<file path="src/rtl/pipe_stall_ctrl.sv">
// Stall/flush scheduler for the five-stage pipeline: combinational stage enables,
// stall-classification FSM, saturating stall counters and a cache-miss watchdog.
module pipe_stall_ctrl #(
    parameter int unsigned CNT_W   = 16,
    parameter int unsigned TIMEOUT = 1024
) (
    input  logic             clk,
    input  logic             rst,
    input  logic             ic_stall,
    input  logic             dc_stall,
    input  logic             ld_use_hazard,
    input  logic             branch_taken,
    input  logic             clr_cnt,
    output logic             pc_write,
    output logic             if_id_write,
    output logic             id_ex_write,
    output logic             ex_m_write,
    output logic             m_wb_write,
    output logic             if_id_flush,
    output logic             id_ex_flush,
    output logic [1:0]       stall_state,
    output logic [CNT_W-1:0] ic_stall_cnt,
    output logic [CNT_W-1:0] dc_stall_cnt,
    output logic [CNT_W-1:0] bubble_cnt,
    output logic             err_timeout
);

    localparam int unsigned WaitW = $clog2(TIMEOUT) + 1;
    localparam logic [CNT_W-1:0] CntMax = '1;

    typedef enum logic [1:0] {
        StRun    = 2'd0,
        StIStall = 2'd1,
        StDStall = 2'd2,
        StHalt   = 2'd3
    } state_e;

    state_e           state_q, state_d;
    logic [WaitW-1:0] wait_q, wait_d;
    logic             err_q, err_d;
    logic [CNT_W-1:0] ic_cnt_q, ic_cnt_d;
    logic [CNT_W-1:0] dc_cnt_q, dc_cnt_d;
    logic [CNT_W-1:0] bub_cnt_q, bub_cnt_d;

    logic halt;
    logic any_stall;
    logic trip;
    logic ld_row;

    function automatic logic [CNT_W-1:0] sat_inc(input logic [CNT_W-1:0] v);
        return (v == CntMax) ? v : v + CNT_W'(1);
    endfunction

    assign halt      = (state_q == StHalt);
    assign any_stall = ic_stall | dc_stall;
    assign trip      = !halt && any_stall && (wait_q == WaitW'(TIMEOUT - 1));
    // Load-use row only wins when nothing of higher priority is active.
    assign ld_row    = !halt && !dc_stall && !branch_taken && !ic_stall && ld_use_hazard;

    always_comb begin
        pc_write    = 1'b1;
        if_id_write = 1'b1;
        id_ex_write = 1'b1;
        ex_m_write  = 1'b1;
        m_wb_write  = 1'b1;
        if_id_flush = 1'b0;
        id_ex_flush = 1'b0;
        if (rst || halt || dc_stall) begin
            pc_write    = 1'b0;
            if_id_write = 1'b0;
            id_ex_write = 1'b0;
            ex_m_write  = 1'b0;
            m_wb_write  = 1'b0;
        end else if (branch_taken) begin
            if_id_flush = 1'b1;
            id_ex_flush = 1'b1;
        end else if (ic_stall || ld_use_hazard) begin
            pc_write    = 1'b0;
            if_id_write = 1'b0;
            id_ex_flush = 1'b1;
        end
    end

    always_comb begin
        state_d   = state_q;
        wait_d    = wait_q;
        err_d     = err_q;
        ic_cnt_d  = ic_cnt_q;
        dc_cnt_d  = dc_cnt_q;
        bub_cnt_d = bub_cnt_q;
        if (!halt) begin
            if (trip) begin
                state_d = StHalt;
                err_d   = 1'b1;
            end else if (dc_stall) begin
                state_d = StDStall;
            end else if (ic_stall) begin
                state_d = StIStall;
            end else begin
                state_d = StRun;
            end
            wait_d = any_stall ? wait_q + WaitW'(1) : '0;
            if (dc_stall)             dc_cnt_d  = sat_inc(dc_cnt_q);
            if (ic_stall && !dc_stall) ic_cnt_d = sat_inc(ic_cnt_q);
            if (ld_row)               bub_cnt_d = sat_inc(bub_cnt_q);
        end
        if (clr_cnt) begin
            ic_cnt_d  = '0;
            dc_cnt_d  = '0;
            bub_cnt_d = '0;
        end
    end

    always_ff @(posedge clk or posedge rst) begin
        if (rst) begin
            state_q   <= StRun;
            wait_q    <= '0;
            err_q     <= 1'b0;
            ic_cnt_q  <= '0;
            dc_cnt_q  <= '0;
            bub_cnt_q <= '0;
        end else begin
            state_q   <= state_d;
            wait_q    <= wait_d;
            err_q     <= err_d;
            ic_cnt_q  <= ic_cnt_d;
            dc_cnt_q  <= dc_cnt_d;
            bub_cnt_q <= bub_cnt_d;
        end
    end

    assign stall_state  = state_q;
    assign err_timeout  = err_q;
    assign ic_stall_cnt = ic_cnt_q;
    assign dc_stall_cnt = dc_cnt_q;
    assign bubble_cnt   = bub_cnt_q;

endmodule

</file>
<file path="config.mk">
export PLATFORM = sky130hd
export DESIGN_NAME = pipe_stall_ctrl
export DESIGN_NICKNAME = d
export VERILOG_FILES = /design/src/rtl/pipe_stall_ctrl.sv
export SDC_FILE = /design/constraint.sdc
export NUM_CORES = 1
export LEC_CHECK = 0
export BUFFER_PORTS_ARGS = -buffer_cell sky130_fd_sc_hd__clkbuf_2
export CAP_MARGIN = 40
export CORE_MARGIN = 3
export CORE_UTILIZATION = 30
export DETAILED_ROUTE_END_ITERATION = 10
export GPL_TIMING_DRIVEN = 1
export PLACE_DENSITY = 0.49
export SLEW_MARGIN = 20
export SYNTH_ARGS = -nofsm -noshare
export SYNTH_HDL_FRONTEND = slang
export SYNTH_SLANG_ARGS = --single-unit
</file>
<file path="constraint.sdc">
create_clock -name clk -period 3.2 [get_ports clk]
set_clock_uncertainty 0.1 [all_clocks]
set_input_delay 0.16 -clock clk [delete_from_list [all_inputs] [get_ports clk]]
set_output_delay 0.16 -clock clk [all_outputs]
set_load 0.02 [all_outputs]
</file>
==> summary.md, run 1 <==
| Metric | Value |
|---|---|
| Status | `finished clean` |
| Setup Fix Bufs, Post-CTS | `0` |
| Hold_sp | `clr_cnt` |
| Syn Area/Cell | `9.38 sq um` |
| Syn Std Cell Area | `0.00351 sq mm` |
| Clock input transition at the sequential cells of the worst setup and hold paths | `roughly 50 ps` |
| Area Overhead vs Synth | `22.0%` |
| First-pass iteration count of the detailed router | `4` |
| Total global routing overflow | `0` |
| I/O Pins | `65` |
| Met2 Wirelength | `4270 microns` |
| Vias/cell | `~5.5` |
| Min-delay worst type | `input port to flop` |
| Layout cell share with drive strength beyond 1 | `between 20% and 30%` |
| Hold Path End | `ic_stall_cnt[15]` |
| Sw frac | `25.2%` |
| Buffers & Inverters on Critical Path | `0` |
| Die footprint | `about 0.013 sq mm` |
| Final Max Tran Viols | `0` |
| CTS tree | `built` |
| Routability cong. | `roughly 0.84` |
| Hold depth | `3` |
| DRT antenna net count | `0` |
| Met3 wire len | `553 microns` |
| CTS max path bufs | `2` |
| H-tree Lvls | `3` |
| Maximum vdd drop | `roughly 0.32 mV` |
| Hold Buf Count CTS | `1` |
| Die X | `114 microns` |
| Final nets | `450` |
| Design Area, Final | `between 0.004 and 0.005 sq mm` |
| Post-CTS Resized | `0` |
| Core area | `~0.011 sq mm` |
| Worst Tran Pin Value | `between 800 and 900 ps` |
| Vias in the first global route | `3018` |
| CTS Root Buffer Type | `clkbuf_16` |
| Tmin final | `about 2300 ps` |
| CP startpoint kind | `flop` |
| R2R Setup Slk | `~950 ps` |
| Met1 Wirelength | `approximately 4100 microns` |
| CTS Buf Count | `9` |
| CTS Sinks | `62` |
| Worst-skew pair later-pin latency | `330 ps` |
| RSZ-0062 raised after global routing | `no` |
| Share of power burned in registers | `~43%` |
| Psw | `approximately 500 uW` |
| Crit path max fanout | `13` |
| Num rows | `38` |
| Via count | `3183` |
| Port Buf Inserts | `64` |
| Fmax | `~440 MHz` |
| Largest net degree at the start of global routing | `38` |
| Endpoints failing setup | `0` |
| Yosys cell types | `45` |
| Dpl cell area | `roughly 0.0040 sq mm` |
| Wire length per cell | `15.6 microns` |
| Crit. End Element | `flop` |
| Syn_nets | `about 390` |
| Cell internal pwr | `about 1500 uW` |
| Worst-path cell chain | `a21oi_1, nand2_1, nor4b_1, mux2_2` |
| Final antenna diode count | `0` |
| Combinational fraction of design power | `roughly a tenth` |
| Routed Wire Length | `slightly above 9000 microns` |
| Critical path type | `flop to flop` |
| Critical Path RT | `roughly 3300 ps` |
| Pwr/cell area | `between 400 and 500 mW/mm^2` |
| Critical path's top delay family | `simple AND/OR/NAND/NOR gates` |
| Synth warn | `0` |
| Initial core utilization | `31.5%` |
| Pleak | `0.00183 uW` |
| Ys flop type | `dfrtp_1` |
| Dpl hpwl | `6450 microns` |
| First-pass GRT wire length | `roughly 15000 microns` |
| Final Hold Vio Count | `0` |
| Worst reg2reg endpoint | `ic_stall_cnt[6]` |
| Post-synthesis sequential area ratio | `44.2%` |
| Async SR Flop Fraction | `100%` |
| Initial antenna violation count | `0` |
| Synth Instances | `about 370` |
| Reg2Reg Depth | `4` |
| Remaining DRCs | `0` |
| Die height | `about 110 microns` |
| Critical path launch point | `stall_state[0]` |
| CP max-delay cell | `dfrtp_1` |
| Worst Path Arrival | `between 2000 and 2500 ps` |
| Total Neg Setup Slack | `0 ps` |
| Slew Limit Headroom | `between 40% and 50%` |
| CP peak stage delay | `about 470 ps` |
| Max_cap viols | `0` |
| All-Layer GR Usage | `between 10% and 20%` |
| Clock network fraction of total power | `47.4%` |
| Max layer used | `met4` |
| EDFF count, synth | `0` |
| Flops & latches, synth | `slightly above 60` |
| Initial DRC Count | `202` |
| FF-to-FF Start | `stall_state[0]` |
| Tcrit/Tclk final | `between 70 and 80%` |
==> tightest hold or removal path: cells and delay by family <==
family | cells | cell delay [ps]
buffers and inverters | 2 | 310
AOI/OAI and AO/OA | 1 | 60
==> flip-flops by register name, indices dropped and copies added, names as in the netlist <==
name          count
ic_stall_cnt     16
bubble_cnt       16
stall_state       2
err_timeout       1
dc_stall_cnt     16
wait_q           11
==> cell families after synthesis <==
logic type                 count (synthesis)  synth area share (%)
buffers and inverters                     29                  3.71
and+or+nand+nor                          164                  27.0
AOI/OAI and AO/OA                        100                  19.0
DFF                                       62                  44.2
adders and majority gates                  4                  1.43
muxes                                     15                  4.71
==> power by group through the flow <==
stage	registers [uW]	clock network, uW	logic [uW]
after floorplan	876	0	130
after global placement	871	0	190
after detailed placement	872	0	197
after CTS	858	980	198
after global routing	865	1010	218
final	860	951	193
==> layer usage <==
layer / vias to the layer above / global-route usage (%)
met1: 1539 / 19.5
met4: 0 / 4.12
met3: 9 / 5.39
li1: 1564 / -
met2: 71 / 22.4
met5: - / 0
==> per-stage QoR <==
step           hold WS (ps)  instances  util (%)  power, uW  setup slack (ps)
2_1_floorplan           208        374         -       1010               871
3_3_place_gp            349        566      35.6       1060              1090
3_5_place_dp            206        567      35.8       1070               971
4_1_cts                 152        583      38.5       2040               954
5_1_grt                 170        583      38.5       2090               736
6_report                151        583      38.5       2000               945
==> worst max-delay path by stage <==
stage	endpoint	slack (ps)	cells past startpoint
2_1_floorplan	pc_write	870	5
3_3_place_gp	bubble_cnt[15]	1090	6
3_5_place_dp	ic_stall_cnt[6]	970	4
4_1_cts	ic_stall_cnt[6]	950	4
5_1_grt	ic_stall_cnt[6]	740	4
6_report	ic_stall_cnt[6]	950	4
==> layout by cell type, fill, tap and decap left out, drive strengths merged, types with 5 or more instances in the layout <==
cell,instances
mux2,12
nor2b,13
o21ai,20
nor4,8
clkbuf,74
or3,5
o31ai,22
nand4,17
and2,6
buf,7
or4,22
and3,6
dfrtp,62
inv,11
nand3,15
nor2,22
nor3,5
a21oi,30
nand2,35
==> area by class of cell <==
class	instances	area [sq um]
Multi-Input combinational cell	283	1830
Clock buffer	10	239
Tap cell	140	175
Sequential cell	62	1550
Fill cell	1162	6850
Inverter	11	41.3
Clock inverter	5	50.0
Timing Repair Buffer	72	395
==> synthesized netlist by cell type (2+ instances only) <==
cell	n	area share (%)
o311ai_0	2	0.50
nor4_1	7	1.2
or4_1	22	4.7
a211oi_1	3	0.64
nor2_1	22	2.4
inv_1	11	1.2
dfrtp_1	62	44
nand4_4	2	1.2
ha_1	4	1.4
mux2i_1	3	0.86
nand2b_1	2	0.36
o311a_1	4	1.1
a21oi_1	30	4.3
o41ai_1	4	1.0
or3_1	5	0.89
buf_4	3	0.64
mux2_2	12	3.9
o21ai_0	20	2.9
nand3_1	15	2.1
and2_1	6	1.1
o31ai_1	22	4.7
clkbuf_1	12	1.3
buf_2	2	0.29
nor3_1	5	0.71
and4_1	4	1.0
a22o_1	3	0.75
o21bai_1	4	0.86
nand4_1	14	2.5
nand2_1	35	3.7
nor2b_1	13	2.3
and3_1	6	1.1
nor4b_1	2	0.50
Note: power is estimated with default switching activity, not from simulation.
==> run 2, diff against run 1 <==
PLACE_DENSITY = 0.51   (was 0.49)
clock period = 1.9 ns   (was 3.2 ns; I/O delays follow)
==> summary.md, run 2 (same netlist as run 1, synthesis figures left out) <==
| Metric | Value |
|---|---|
| Status | `finished, violations left` |
| Failing checks | `negative setup slack` |
| Final Hold Vio Count | `0` |
| Wire length per cell | `15.5 microns` |
| Critical path's top delay family | `simple AND/OR/NAND/NOR gates` |
| Initial DRC Count | `186` |
| First-pass iteration count of the detailed router | `4` |
| Pleak | `0.00214 uW` |
| Final nets | `504` |
| H-tree Lvls | `3` |
| Via count | `around 3400` |
| Fillers | `between 1000 and 1500` |
| DRT antenna net count | `0` |
| All-Layer GR Usage | `15.1%` |
| Tcrit/Tclk final | `102%` |
| Total global routing overflow | `0` |
| Initial core utilization | `between 30% and 40%` |
| CP peak stage delay | `between 400 and 500 ps` |
| Critical path type | `flop to flop` |
| Routability cong. | `~0.75` |
| I/O Pins | `65` |
| Most frequent cells in the layout | `clkbuf_2, buf_4, dfrtp_1` |
| Num rows | `38` |
| Crit-path most repeated cell | `buf_4` |
| Final antenna diode count | `0` |
| Worst-path cell chain | `ha_2, nand4_1, nor4_4, buf_4, buf_4, or3b_2, a21oi_2` |
| First-pass GRT wire length | `between 15000 and 20000 microns` |
| Design Area, Final | `approximately 0.0050 sq mm` |
| Die footprint | `approximately 0.013 sq mm` |
| Die height | `~110 microns` |
| Core area | `0.0111 sq mm` |
| Dpl hpwl | `around 7000 microns` |
| Endpoints failing setup | `9` |
| CTS tree | `built` |
| Vias in the first global route | `between 3000 and 4000` |
| Clock input transition at the sequential cells of the worst setup and hold paths | `around 50 ps` |
| Max_cap viols | `0` |
| Largest net degree at the start of global routing | `63` |
| Worst Path Arrival | `2100 ps` |
| CP max-delay cell | `or3b_2` |
| Initial antenna violation count | `0` |
| Fmax | `514 MHz` |
| Slew Limit Headroom | `62.8%` |
| Tmin final | `around 1900 ps` |
| Worst Tran Pin Value | `559 ps` |
| Pwr/cell area | `roughly 740 mW/mm^2` |
| Min-delay worst type | `input port to flop` |
| RSZ-0062 raised after global routing | `yes` |
| Dpl cell area | `~0.0043 sq mm` |
| Vias/cell | `between 5 and 6` |
| Critical Path RT | `between 2000 and 2500 ps` |
| CP startpoint kind | `flop` |
| Routed Wire Length | `just under 10000 microns` |
| Maximum vdd drop | `between 0.5 and 0.6 mV` |
| CTS Sinks | `62` |
| Final Max Tran Viols | `0` |
| Port Buf Inserts | `between 60 and 70` |
| CTS Root Buffer Type | `clkbuf_16` |
| CTS max path bufs | `2` |
| Layout cell share with drive strength beyond 1 | `41.6%` |
| Total Neg Setup Slack | `-149 ps` |
| Buffers & Inverters on Critical Path | `2` |
| Crit path max fanout | `5` |
| Worst-skew pair later-pin latency | `roughly 330 ps` |
| Crit. End Element | `flop` |
| Most common cell after layout, fill and taps aside | `clkbuf_2` |
| Final setup margin | `-44.2 ps` |
| Area Overhead vs Synth | `42.1%` |
| CTS Buf Count | `9` |
| Die X | `between 100 and 150 microns` |
| Remaining DRCs | `0` |
==> run 2: per-stage QoR <==
stage,std cells,utilization [%],setup slack (ps),hold WS (ps),power (uW)
CTS,628,42.5,-37.8,142,3730
detailed placement,610,39.1,-49.1,151,1850
global route,638,44.8,-119,204,3850
finish,638,44.8,-44.2,169,3700
global placement,610,39.1,-0.128,147,1840
floorplan,374,-,-76.2,107,1700
==> run 2: tightest hold or removal path: stages <==
cell,delay (ps)
clkbuf_2,170
a21oi_2,100
buf_4,150
nand2_1,50
==> run 2: path summary, 6_finish.rpt <==
check | to | from | slack [ps] | cells after the start
worst max-delay path | ic_stall_cnt[1] | ic_stall_cnt[1] | -40 | 7
worst min-delay path | stall_state[1] | dc_stall | 170 | 4
worst max register to register | ic_stall_cnt[1] | ic_stall_cnt[1] | -40 | 7
worst min register to register | err_timeout | err_timeout | 370 | 1
max in group asynchronous | ic_stall_cnt[0] | rst | 990 | 4
min in group asynchronous | wait_q[5] | rst | 360 | 4
==> run 2: timing repair <==
item	CTS	global route
hold buffers	1	0
endpoints found under the setup margin	9	44
buffers inserted	1	10
pin swaps	3	18
gates resized for setup	6	46
endpoints found under the hold margin	62	0
==> run 2: per-layer routing <==
metal  wire [microns]  GRT usage, %  up-vias
met5                0             0        -
met2             4840          25.2       66
met4              147          5.46        0
met1             4510          19.2     1669
met3              391          3.59       11
li1                 -             -     1672
==> run 2: area by class of cell <==
type | instances | area, sq um | share of cell area [%]
Multi-Input combinational cell | 283 | 2040 | 41.0
Sequential cell | 62 | 1570 | 31.4
Timing Repair Buffer | 126 | 823 | 16.5
Clock buffer | 13 | 270 | 5.42
Tap cell | 140 | 175 | 3.51
Clock inverter | 3 | 65.1 | 1.30
Inverter | 11 | 45.0 | 0.903
==> run 2: power by group <==
group	leakage, uW	internal, uW	switching [uW]	total, uW
Sequential	0.000837	1380	57.7	1440
Combinational	0.00114	167	256	423
Clock	0.000166	1250	586	1840
==> run 3, diff against run 2 <==
--- a/config.mk
+++ b/config.mk
@@ -12,2 +12,3 @@
 export DETAILED_ROUTE_END_ITERATION = 10
+export GPL_ROUTABILITY_DRIVEN = 1
 export GPL_TIMING_DRIVEN = 1
==> constraint.sdc (replaced) <==
create_clock -name clk -period 1.9 [get_ports clk]
set_clock_uncertainty 0.1 [all_clocks]
set_input_delay 0.38 -clock clk [delete_from_list [all_inputs] [get_ports clk]]
set_output_delay 0.38 -clock clk [all_outputs]
set_load 0.02 [all_outputs]
==> summary.md, run 3 (same netlist as run 1, synthesis figures left out) <==
| Metric | Value |
|---|---|
| Total global routing overflow | `0` |
| Most common cell after layout, fill and taps aside | `buf_4` |
| Wire length per cell | `around 16 microns` |
| Remaining DRCs | `0` |
| Crit. End Element | `output port` |
| Worst Tran Pin Value | `447 ps` |
| Via count | `3572` |
| Pwr/cell area | `roughly 650 mW/mm^2` |
| CTS Buf Count | `9` |
| Failing checks | `negative setup slack` |
| Worst-skew pair later-pin latency | `between 300 and 400 ps` |
| Routed Wire Length | `10600 microns` |
| Final antenna diode count | `0` |
| First-pass GRT wire length | `roughly 17000 microns` |
| Worst Path Arrival | `1500 ps` |
| Port Buf Inserts | `between 60 and 70` |
| Largest net degree at the start of global routing | `43` |
| Reg2Reg Depth | `7` |
| Most frequent cells in the layout | `buf_4, dfrtp_1, clkbuf_2` |
| Final Hold Vio Count | `0` |
| Dpl cell area | `0.00444 sq mm` |
| Die X | `~110 microns` |
| Maximum vdd drop | `0.450 mV` |
| Max_cap viols | `0` |
| Dpl hpwl | `7260 microns` |
| Min-delay worst type | `input port to async pin` |
| H-tree Lvls | `3` |
| CTS max path bufs | `2` |
| Num rows | `38` |
| FF-to-FF Start | `stall_state[0]` |
| Final Max Tran Viols | `0` |
| CP startpoint kind | `flop` |
| Endpoints failing setup | `9` |
| First-pass iteration count of the detailed router | `4` |
| RSZ-0062 raised after global routing | `yes` |
| Final setup margin | `-76.3 ps` |
| Pleak | `around 0.0023 uW` |
| Hold Buf Count CTS | `0` |
| Final core occ | `about half` |
| CTS Root Buffer Type | `clkbuf_16` |
| Tmin final | `roughly 2000 ps` |
| Slew Limit Headroom | `70.2%` |
| Area Overhead vs Synth | `52.3%` |
| I/O Pins | `65` |
| Die height | `~110 microns` |
| Initial antenna violation count | `0` |
| Total Neg Setup Slack | `-385 ps` |
| Critical path type | `flop to output port` |
| Critical Path RT | `between 1000 and 1500 ps` |
| Initial DRC Count | `~160` |
| DRT antenna net count | `0` |
| Layout cell share with drive strength beyond 1 | `between 40 and 50%` |
| Final nets | `~530` |
| Initial core utilization | `approximately a third` |
| CTS Sinks | `62` |
| Design Area, Final | `0.00534 sq mm` |
| Fmax | `around 510 MHz` |
| Core area | `0.0111 sq mm` |
| Status | `finished, violations left` |
| Worst reg2reg endpoint | `bubble_cnt[6]` |
| Vias/cell | `~5.4` |
| All-Layer GR Usage | `16.3%` |
| Setup WS pre-CTS | `-112 ps` |
| Crit path max fanout | `4` |
| Clock input transition at the sequential cells of the worst setup and hold paths | `about 50 ps` |
| Vias in the first global route | `around 3500` |
| Die footprint | `~0.013 sq mm` |
| CTS tree | `built` |
| Tcrit/Tclk final | `104%` |
| Routability cong. | `~0.77` |
| R2R Setup Slk | `-20 ps` |
-- run 3: worst max-delay path by stage --
stage,from,to,slack (ps),cells past startpoint
after global routing,stall_state[1],if_id_write,-200,5
final,stall_state[1],if_id_write,-80,5
after global placement,ic_stall,bubble_cnt[14],-70,6
after CTS,stall_state[1],if_id_write,-170,5
after floorplan,rst,if_id_flush,-260,2
after detailed placement,ic_stall,bubble_cnt[12],-110,6
-- run 3: final cells by class --
type	instances	area, sq um
clock buffers	14	264
inverters	11	45.0
clock inverters	1	5.00
flip-flops and latches	62	1550
multi-input cells	284	2190
repair buffers	152	1110
well taps	140	175
fillers	1063	5780
-- run 3: stage by stage --
| step | instances | power, uW | hold WS, ps |
|---|---|---|---|
| floorplan | 374 | 1700 | 364 |
| global placement | 622 | 1860 | 355 |
| detailed placement | 623 | 1880 | 362 |
| CTS | 647 | 3490 | 74.4 |
| global route | 664 | 3640 | 101 |
| finish | 664 | 3470 | 71.0 |
-- run 3: critical path: stages, from the launching register on --
cell     delay, ps
dfrtp_1        380
buf_6          120
and2_4         160
nor3_4         160
o21a_2         230
buf_8          120
-- run 3: per-layer routing --
layer / vias up / share of wire, % / global-route usage, %
li1: 1729 / - / -
met1: 1749 / 46 / 21.2
met2: 86 / 49 / 26.4
met3: 8 / 4.2 / 4.12
met4: 0 / 0.88 / 5.23
met5: - / 0 / 0
-- run 3: what timing repair did --
item / 4_1_cts / 5_1_grt
endpoints found under the hold margin: 0 / 0
setup buffers: 9 / 16
resized for setup: 36 / 58
gates cloned: 0 / 1
pin swaps: 13 / 30
endpoints found under the setup margin: 15 / 54
-- run 3: power breakdown --
| part | leakage [uW] | internal [uW] | switching (uW) | total [uW] |
|---|---|---|---|---|
| sequential | 0.000853 | 1380 | 53.6 | 1440 |
| clock | 0.000133 | 945 | 562 | 1510 |
| combinational | 0.00136 | 243 | 284 | 527 |
| total | 0.00235 | 2570 | 899 | 3470 |
